`config.mk`:
```
export PLATFORM = sky130hd
export DESIGN_NAME = fetch_stage
export DESIGN_NICKNAME = d
export VERILOG_FILES = /design/src/rtl/fetch_stage_pkg.sv /design/src/rtl/fetch_stage.sv
export SDC_FILE = /design/constraint.sdc
export NUM_CORES = 1
export LEC_CHECK = 0
export ABC_AREA = 0
export BUFFER_PORTS_ARGS = -buffer_cell sky130_fd_sc_hd__buf_2
export CORE_UTILIZATION = 57
export DETAILED_ROUTE_END_ITERATION = 10
export GPL_TIMING_DRIVEN = 0
export PLACE_DENSITY_LB_ADDON = 0.2
export SKIP_CTS_REPAIR_TIMING = 1
export SYNTH_ARGS = -nofsm -noshare
export SYNTH_HDL_FRONTEND = slang
export SYNTH_SLANG_ARGS = --single-unit
```
`constraint.sdc`:
```
create_clock -name clk -period 6.45 [get_ports clk]
set_input_delay 0.3225 -clock clk [delete_from_list [all_inputs] [get_ports clk]]
set_output_delay 0.3225 -clock clk [all_outputs]
set_load 0.01 [all_outputs]
```
`src/rtl/fetch_stage_pkg.sv`:
```
// Shared definitions for the MIPS IF stage: opcodes, fetch FSM states and
// the redirect target helpers used by the fetch stage.
package fetch_stage_pkg;

    localparam logic [5:0]  INS_J             = 6'h02;
    localparam logic [5:0]  INS_JAL           = 6'h03;
    localparam logic [31:0] NOP_INSTR_DEFAULT = 32'h0000_0000;

    typedef enum logic [1:0] {
        ST_IDLE  = 2'd0,
        ST_FETCH = 2'd1,
        ST_DROP  = 2'd2
    } fetch_state_e;

    // Conditional-branch target: PC+4 plus the sign-extended word offset.
    function automatic logic [31:0] branch_target(input logic [31:0] pc4,
                                                  input logic [15:0] imm);
        return pc4 + {{14{imm[15]}}, imm, 2'b00};
    endfunction

    // j/jal target: region bits of PC+4 concatenated with the instruction index.
    function automatic logic [31:0] jump_target(input logic [31:0] pc4,
                                                input logic [25:0] idx);
        return {pc4[31:28], idx, 2'b00};
    endfunction

endpackage

```
`src/rtl/fetch_stage.sv`:
```
// IF stage of the 5-stage MIPS pipeline: PC, instruction-memory handshake,
// one-entry hold buffer for load-use stalls and the IF/ID register.
module fetch_stage
    import fetch_stage_pkg::*;
#(
    parameter logic [31:0] RESET_PC  = 32'h0000_0000,
    parameter logic [31:0] NOP_INSTR = NOP_INSTR_DEFAULT
) (
    input  logic        clk,
    input  logic        rst,
    input  logic        remain_pc,
    input  logic        id_branch,
    input  logic        id_jump,
    input  logic        id_jal,
    input  logic        id_jr,
    input  logic [31:0] id_rs_val,
    input  logic [31:0] imem_rdata,
    input  logic        imem_ready,
    output logic        imem_req,
    output logic [31:0] imem_addr,
    output logic [31:0] pc,
    output logic [31:0] if_id_instr,
    output logic [31:0] if_id_pc4,
    output logic        if_id_valid
);

    fetch_state_e state_r;
    logic         hold_valid_r;
    logic [31:0]  hold_instr_r;
    logic [31:0]  hold_pc4_r;
    logic [31:0]  pending_pc_r;

    logic         redirect_s;
    logic         fire_s;
    logic [31:0]  target_s;
    logic [31:0]  pc_plus4_s;

    assign redirect_s = id_branch & ~remain_pc & if_id_valid;
    assign fire_s     = imem_req & imem_ready;
    assign pc_plus4_s = pc + 32'd4;
    assign imem_addr  = {pc[31:2], 2'b00};

    // Redirect target for the instruction currently held in IF/ID.
    always_comb begin
        target_s = 32'h0000_0000;
        if (id_jr) begin
            target_s = id_rs_val;
        end else if (id_jump || id_jal) begin
            target_s = jump_target(if_id_pc4, if_id_instr[25:0]);
        end else begin
            target_s = branch_target(if_id_pc4, if_id_instr[15:0]);
        end
    end

    // Fetch FSM with PC, hold buffer and IF/ID register.
    always_ff @(posedge clk or posedge rst) begin
        if (rst) begin
            state_r      <= ST_IDLE;
            pc           <= RESET_PC;
            imem_req     <= 1'b0;
            if_id_instr  <= NOP_INSTR;
            if_id_pc4    <= 32'h0000_0000;
            if_id_valid  <= 1'b0;
            hold_valid_r <= 1'b0;
            hold_instr_r <= NOP_INSTR;
            hold_pc4_r   <= 32'h0000_0000;
            pending_pc_r <= RESET_PC;
        end else begin
            case (state_r)
                ST_IDLE: begin
                    state_r  <= ST_FETCH;
                    imem_req <= 1'b1;
                end
                ST_FETCH: begin
                    if (fire_s) begin
                        if (redirect_s) begin
                            pc          <= target_s;
                            if_id_instr <= NOP_INSTR;
                            if_id_valid <= 1'b0;
                        end else if (remain_pc) begin
                            // ID is frozen: park the word and stop requesting until it drains.
                            hold_instr_r <= imem_rdata;
                            hold_pc4_r   <= pc_plus4_s;
                            hold_valid_r <= 1'b1;
                            pc           <= pc_plus4_s;
                            imem_req     <= 1'b0;
                        end else begin
                            if_id_instr <= imem_rdata;
                            if_id_pc4   <= pc_plus4_s;
                            if_id_valid <= 1'b1;
                            pc          <= pc_plus4_s;
                        end
                    end else if (imem_req) begin
                        if (redirect_s) begin
                            pending_pc_r <= target_s;
                            if_id_instr  <= NOP_INSTR;
                            if_id_valid  <= 1'b0;
                            state_r      <= ST_DROP;
                        end else if (!remain_pc) begin
                            if_id_instr <= NOP_INSTR;
                            if_id_valid <= 1'b0;
                        end else begin
                            if_id_valid <= if_id_valid;
                        end
                    end else begin
                        // No request in flight: the hold buffer is waiting to drain.
                        if (redirect_s) begin
                            pc           <= target_s;
                            hold_valid_r <= 1'b0;
                            if_id_instr  <= NOP_INSTR;
                            if_id_valid  <= 1'b0;
                            imem_req     <= 1'b1;
                        end else if (!remain_pc) begin
                            if_id_instr  <= hold_valid_r ? hold_instr_r : NOP_INSTR;
                            if_id_pc4    <= hold_valid_r ? hold_pc4_r : if_id_pc4;
                            if_id_valid  <= hold_valid_r;
                            hold_valid_r <= 1'b0;
                            imem_req     <= 1'b1;
                        end else begin
                            hold_valid_r <= hold_valid_r;
                        end
                    end
                end
                ST_DROP: begin
                    // The stale response must still be accepted before the new address goes out.
                    if (fire_s) begin
                        pc      <= redirect_s ? target_s : pending_pc_r;
                        state_r <= ST_FETCH;
                    end else if (redirect_s) begin
                        pending_pc_r <= target_s;
                    end else begin
                        pending_pc_r <= pending_pc_r;
                    end
                end
                default: begin
                    state_r  <= ST_IDLE;
                    imem_req <= 1'b0;
                end
            endcase
        end
    end

endmodule
```
==> impl_metrics.csv <==
group,metric,value,unit
yosys,synth_seq_cells,197,
routing,totalWireLength,39.9,mm
yosys,synthMostInstantiatedCell,"sky130_fd_sc_hd__dfrtp_1",
critical_path,crit_arrival,4.01,ns
critical_path,cpPeakStageDelay,0.83,ns
sta,worstMarginPinSlew,1.07,ns
routing,vias,11500,
cts,total_clock_buffers_created_by_cts,17,
placement,routabilityCongestion,0.964,
power_and_ir_drop,total_power,7.47,mW
final_layout,postLayoutCoreUtil,69.0,%
critical_path,startpoint_type,"flop",
floorplan,io_pins,202,
job,max_cap_viol_count,0,
global_routing,antenna_found_initial,0,
final_layout,nNetsFinal,1648,
routing,drt_drc_violations_left,0,
sta,min_period,3.69,ns
placement,place.port_buffers,198,
global_routing,grtUsageTotal,39.1,%
power_and_ir_drop,power.leakage,6.34,nW
yosys,synth-async-reset-ratio,100,%
cts,clk_pin_slew,0.09,ns
yosys,netlist_top_cells_area,"sky130_fd_sc_hd__dfrtp_1 43%, sky130_fd_sc_hd__o21ai_0 5.7%, sky130_fd_sc_hd__nand2_1 5.7%, sky130_fd_sc_hd__nor2_1 5.1%, sky130_fd_sc_hd__a21oi_1 4.4%",
floorplan,placement_rows,51,
final_layout,layout.area.seq,0.00493,sq mm
yosys,synth_cell_types,76,
floorplan,die-area,0.0209,sq mm
routing,dr.pass1.iters,5,
critical_path,crit_path_top_delay_cell,"sky130_fd_sc_hd__dfrtp_1",
routing,drtIter0Drc,1393,
cts,clk-insertion-delay-late,0.46,ns
global_routing,maximum_number_of_pins_on_one_net_before_global_route_repair,128,
power_and_ir_drop,peakVddDrop,0.000300,V
critical_path,crit_fanout,21,
cts,max-clock-path-buffers,2,
critical_path,endpoint_kind,"flop",
global_routing,grt_pass1_wl,59.9,mm
sta,grt_setup_unrepaired,"false",
power_and_ir_drop,pwr_per_cell_area,549,mW/mm^2
final_layout,filler_cell_count,1626,
critical_path,timing.setup.critical_path_class,"reg2reg",
status,run_status,"finished clean",
routing,avgViaCountPerCell,6.32,
final_layout,antenna-diode-count,0,
yosys,synth-main-ff-cell,"sky130_fd_sc_hd__dfrtp_1",
sta,timing_max_transition_violations_final,0,
yosys,ys_warn_count,0,
cts,tritoncts_num_sinks,197,
sta,fin_setup_tns,0,ns
yosys,synth_area_leader_cell,"sky130_fd_sc_hd__dfrtp_1",
placement,place_hpwl,29.6,mm
cts,cts_tree,"yes",
global_routing,grt_pass1_vias,10700,
routing,wl_per_cell,21.9,um
sta,share_of_the_cycle_needed_by_the_critical_path_after_routing,57.3,%
yosys,synth_edf_count,0,
floorplan,fp.dieH,145,um
final_layout,multiInputGateArea,0.00605,sq mm
floorplan,placeable_core_region,0.0197,sq mm
yosys,synth_area_per_cell,8.77,sq um
critical_path,timing.critical_path.cells,"ha_1 -> and2_1 -> a21o_2 -> nor4_4 -> a31oi_4 -> a311oi_2 -> xnor2_1 -> a2111oi_1 -> o21ai_1",
sta,timing.fmax,271,MHz
yosys,synth_cells,1322,
sta,skew,0.0161,ns
final_layout,area_growth_syn_to_layout,17.2,%
yosys,synth.cells.most_frequent,"197 x sky130_fd_sc_hd__dfrtp_1, 175 x sky130_fd_sc_hd__nand2_1, 157 x sky130_fd_sc_hd__nor2_1, 133 x sky130_fd_sc_hd__o21ai_0, 102 x sky130_fd_sc_hd__a21oi_1",
hold_path,min-delay-path-class,"in2reg",
global_routing,overflow,0,
cts,cts.root.buffer_cell,"sky130_fd_sc_hd__clkbuf_16",
final_layout,share_of_layout_cells_above_drive_strength_1,21.0,%
cts,number_of_levels_the_h_tree_was_split_into,4,
sta,setup_viol_count_final,0,
floorplan,die-width,145,um
sta,worst_slew_margin_rel,26.6,%
routing,drt.antenna.violating_nets,0,
floorplan,starting_density_of_the_core,58.8,%
critical_path,worstPathRequired,6.77,ns
yosys,netlist.area_leader.share,42.5,%
yosys,syn_area,0.0116,sq mm
yosys,synth-seq-area-share,42.5,%
sta,finalHoldViolCount,0,
metrics by stage:
step / instance area [sq um] / hold WS, ns / setup slack (ns) / cells
after global routing: 13600 / 0.110 / 2.63 / 1820
after CTS: 13600 / -0.0603 / 2.82 / 1819
after detailed placement: 13000 / 0.404 / 2.88 / 1787
after floorplan: 11600 / 0.439 / 0.759 / 1323
final: 13600 / 0.102 / 2.76 / 1820
after global placement: 12900 / 0.458 / -1.50 / 1786
flip-flops by register name (all words and copies together) (netlist names):
| register | flops |
|---|---|
| hold_instr_r | 32 |
| hold_pc4_r | 32 |
| if_id_instr | 32 |
| if_id_pc4 | 32 |
| pc | 32 |
| pending_pc_r | 32 |
| state_r | 2 |
| hold_valid_r | 1 |
| if_id_valid | 1 |
| imem_req | 1 |
worst paths after layout:
path | startpoint | endpoint | slack (ns) | depth (start not counted)
min in group asynchronous | rst | if_id_instr[16] | 0.44 | 3
setup / recovery | if_id_instr[15] | pc[25] | 2.76 | 9
setup reg to reg | if_id_instr[15] | pc[25] | 2.76 | 9
hold / removal | imem_rdata[31] | hold_instr_r[31] | 0.10 | 2
max in group asynchronous | rst | if_id_pc4[11] | 4.93 | 4
hold reg to reg | hold_pc4_r[22] | hold_pc4_r[22] | 0.48 | 2
routing by layer:
metal / routed length (um) / global-route usage, % / share of wire [%] / up-vias
met4: 2380 / 22.7 / 6.0 / 2
met5: 58 / 2.01 / 0.15 / -
met3: 3970 / 9.67 / 9.9 / 141
li1: - / - / - / 5168
met1: 15900 / 51.4 / 40 / 5509
met2: 17700 / 58.5 / 44 / 686
worst max-delay path, delay by kind of cell, from the launching register on:
kind                       cells  cell delay, ns
AOI/OAI and AO/OA              5            1.64
DFF                            1            0.83
and+or+nand+nor                2            0.52
adders and majority gates      1            0.41
xor gates and xnor gates       1            0.16
layout by cell type, fill, tap and decap left out, types with 7 or more instances in the layout:
| master | count |
|---|---|
| sky130_fd_sc_hd__nand3_1 | 20 |
| sky130_fd_sc_hd__and3_1 | 22 |
| sky130_fd_sc_hd__o221ai_1 | 7 |
| sky130_fd_sc_hd__o21a_1 | 13 |
| sky130_fd_sc_hd__nand2b_1 | 10 |
| sky130_fd_sc_hd__clkbuf_16 | 17 |
| sky130_fd_sc_hd__o211ai_1 | 7 |
| sky130_fd_sc_hd__mux2i_1 | 10 |
| sky130_fd_sc_hd__ha_1 | 33 |
| sky130_fd_sc_hd__inv_1 | 10 |
| sky130_fd_sc_hd__and2_1 | 9 |
| sky130_fd_sc_hd__xnor2_1 | 17 |
| sky130_fd_sc_hd__nand2_1 | 175 |
| sky130_fd_sc_hd__clkinv_8 | 7 |
| sky130_fd_sc_hd__nand4_1 | 9 |
| sky130_fd_sc_hd__dfrtp_1 | 197 |
| sky130_fd_sc_hd__a221oi_1 | 37 |
| sky130_fd_sc_hd__buf_2 | 199 |
| sky130_fd_sc_hd__a21oi_1 | 102 |
| sky130_fd_sc_hd__a211oi_1 | 16 |
| sky130_fd_sc_hd__buf_4 | 34 |
| sky130_fd_sc_hd__o31ai_1 | 16 |
| sky130_fd_sc_hd__xor2_1 | 22 |
| sky130_fd_sc_hd__clkbuf_1 | 79 |
| sky130_fd_sc_hd__o21ai_0 | 133 |
| sky130_fd_sc_hd__mux2_2 | 40 |
| sky130_fd_sc_hd__a21o_1 | 23 |
| sky130_fd_sc_hd__nor3_1 | 15 |
| sky130_fd_sc_hd__nor2_1 | 157 |
cells by family after synthesis:
family | share of synthesized area [%]
AO/OA/AOI/OAI | 23.8
XOR/XNOR | 2.95
adder cells (fa/ha/maj) | 3.73
buffers and inverters | 5.35
flip-flops | 42.5
multiplexers | 4.75
other | 0.0323
AND/OR/NAND/NOR | 16.9
layout make-up:
class / instances / area share (%)
Inverter: 11 / 0.359
Timing Repair Buffer: 200 / 7.56
Clock buffer: 17 / 3.13
Buffer: 120 / 4.26
Tap cell: 265 / 2.44
Clock inverter: 15 / 1.49
Multi-Input combinational cell: 995 / 44.5
Sequential cell: 197 / 36.3
power by group:
group | switching, mW | total, mW | internal (mW)
Clock | 0.594 | 1.13 | 0.535
Sequential | 0.601 | 2.42 | 1.82
Combinational | 2.33 | 3.92 | 1.59
Total | 3.52 | 7.47 | 3.95
Power figures use the tool's default switching activity.
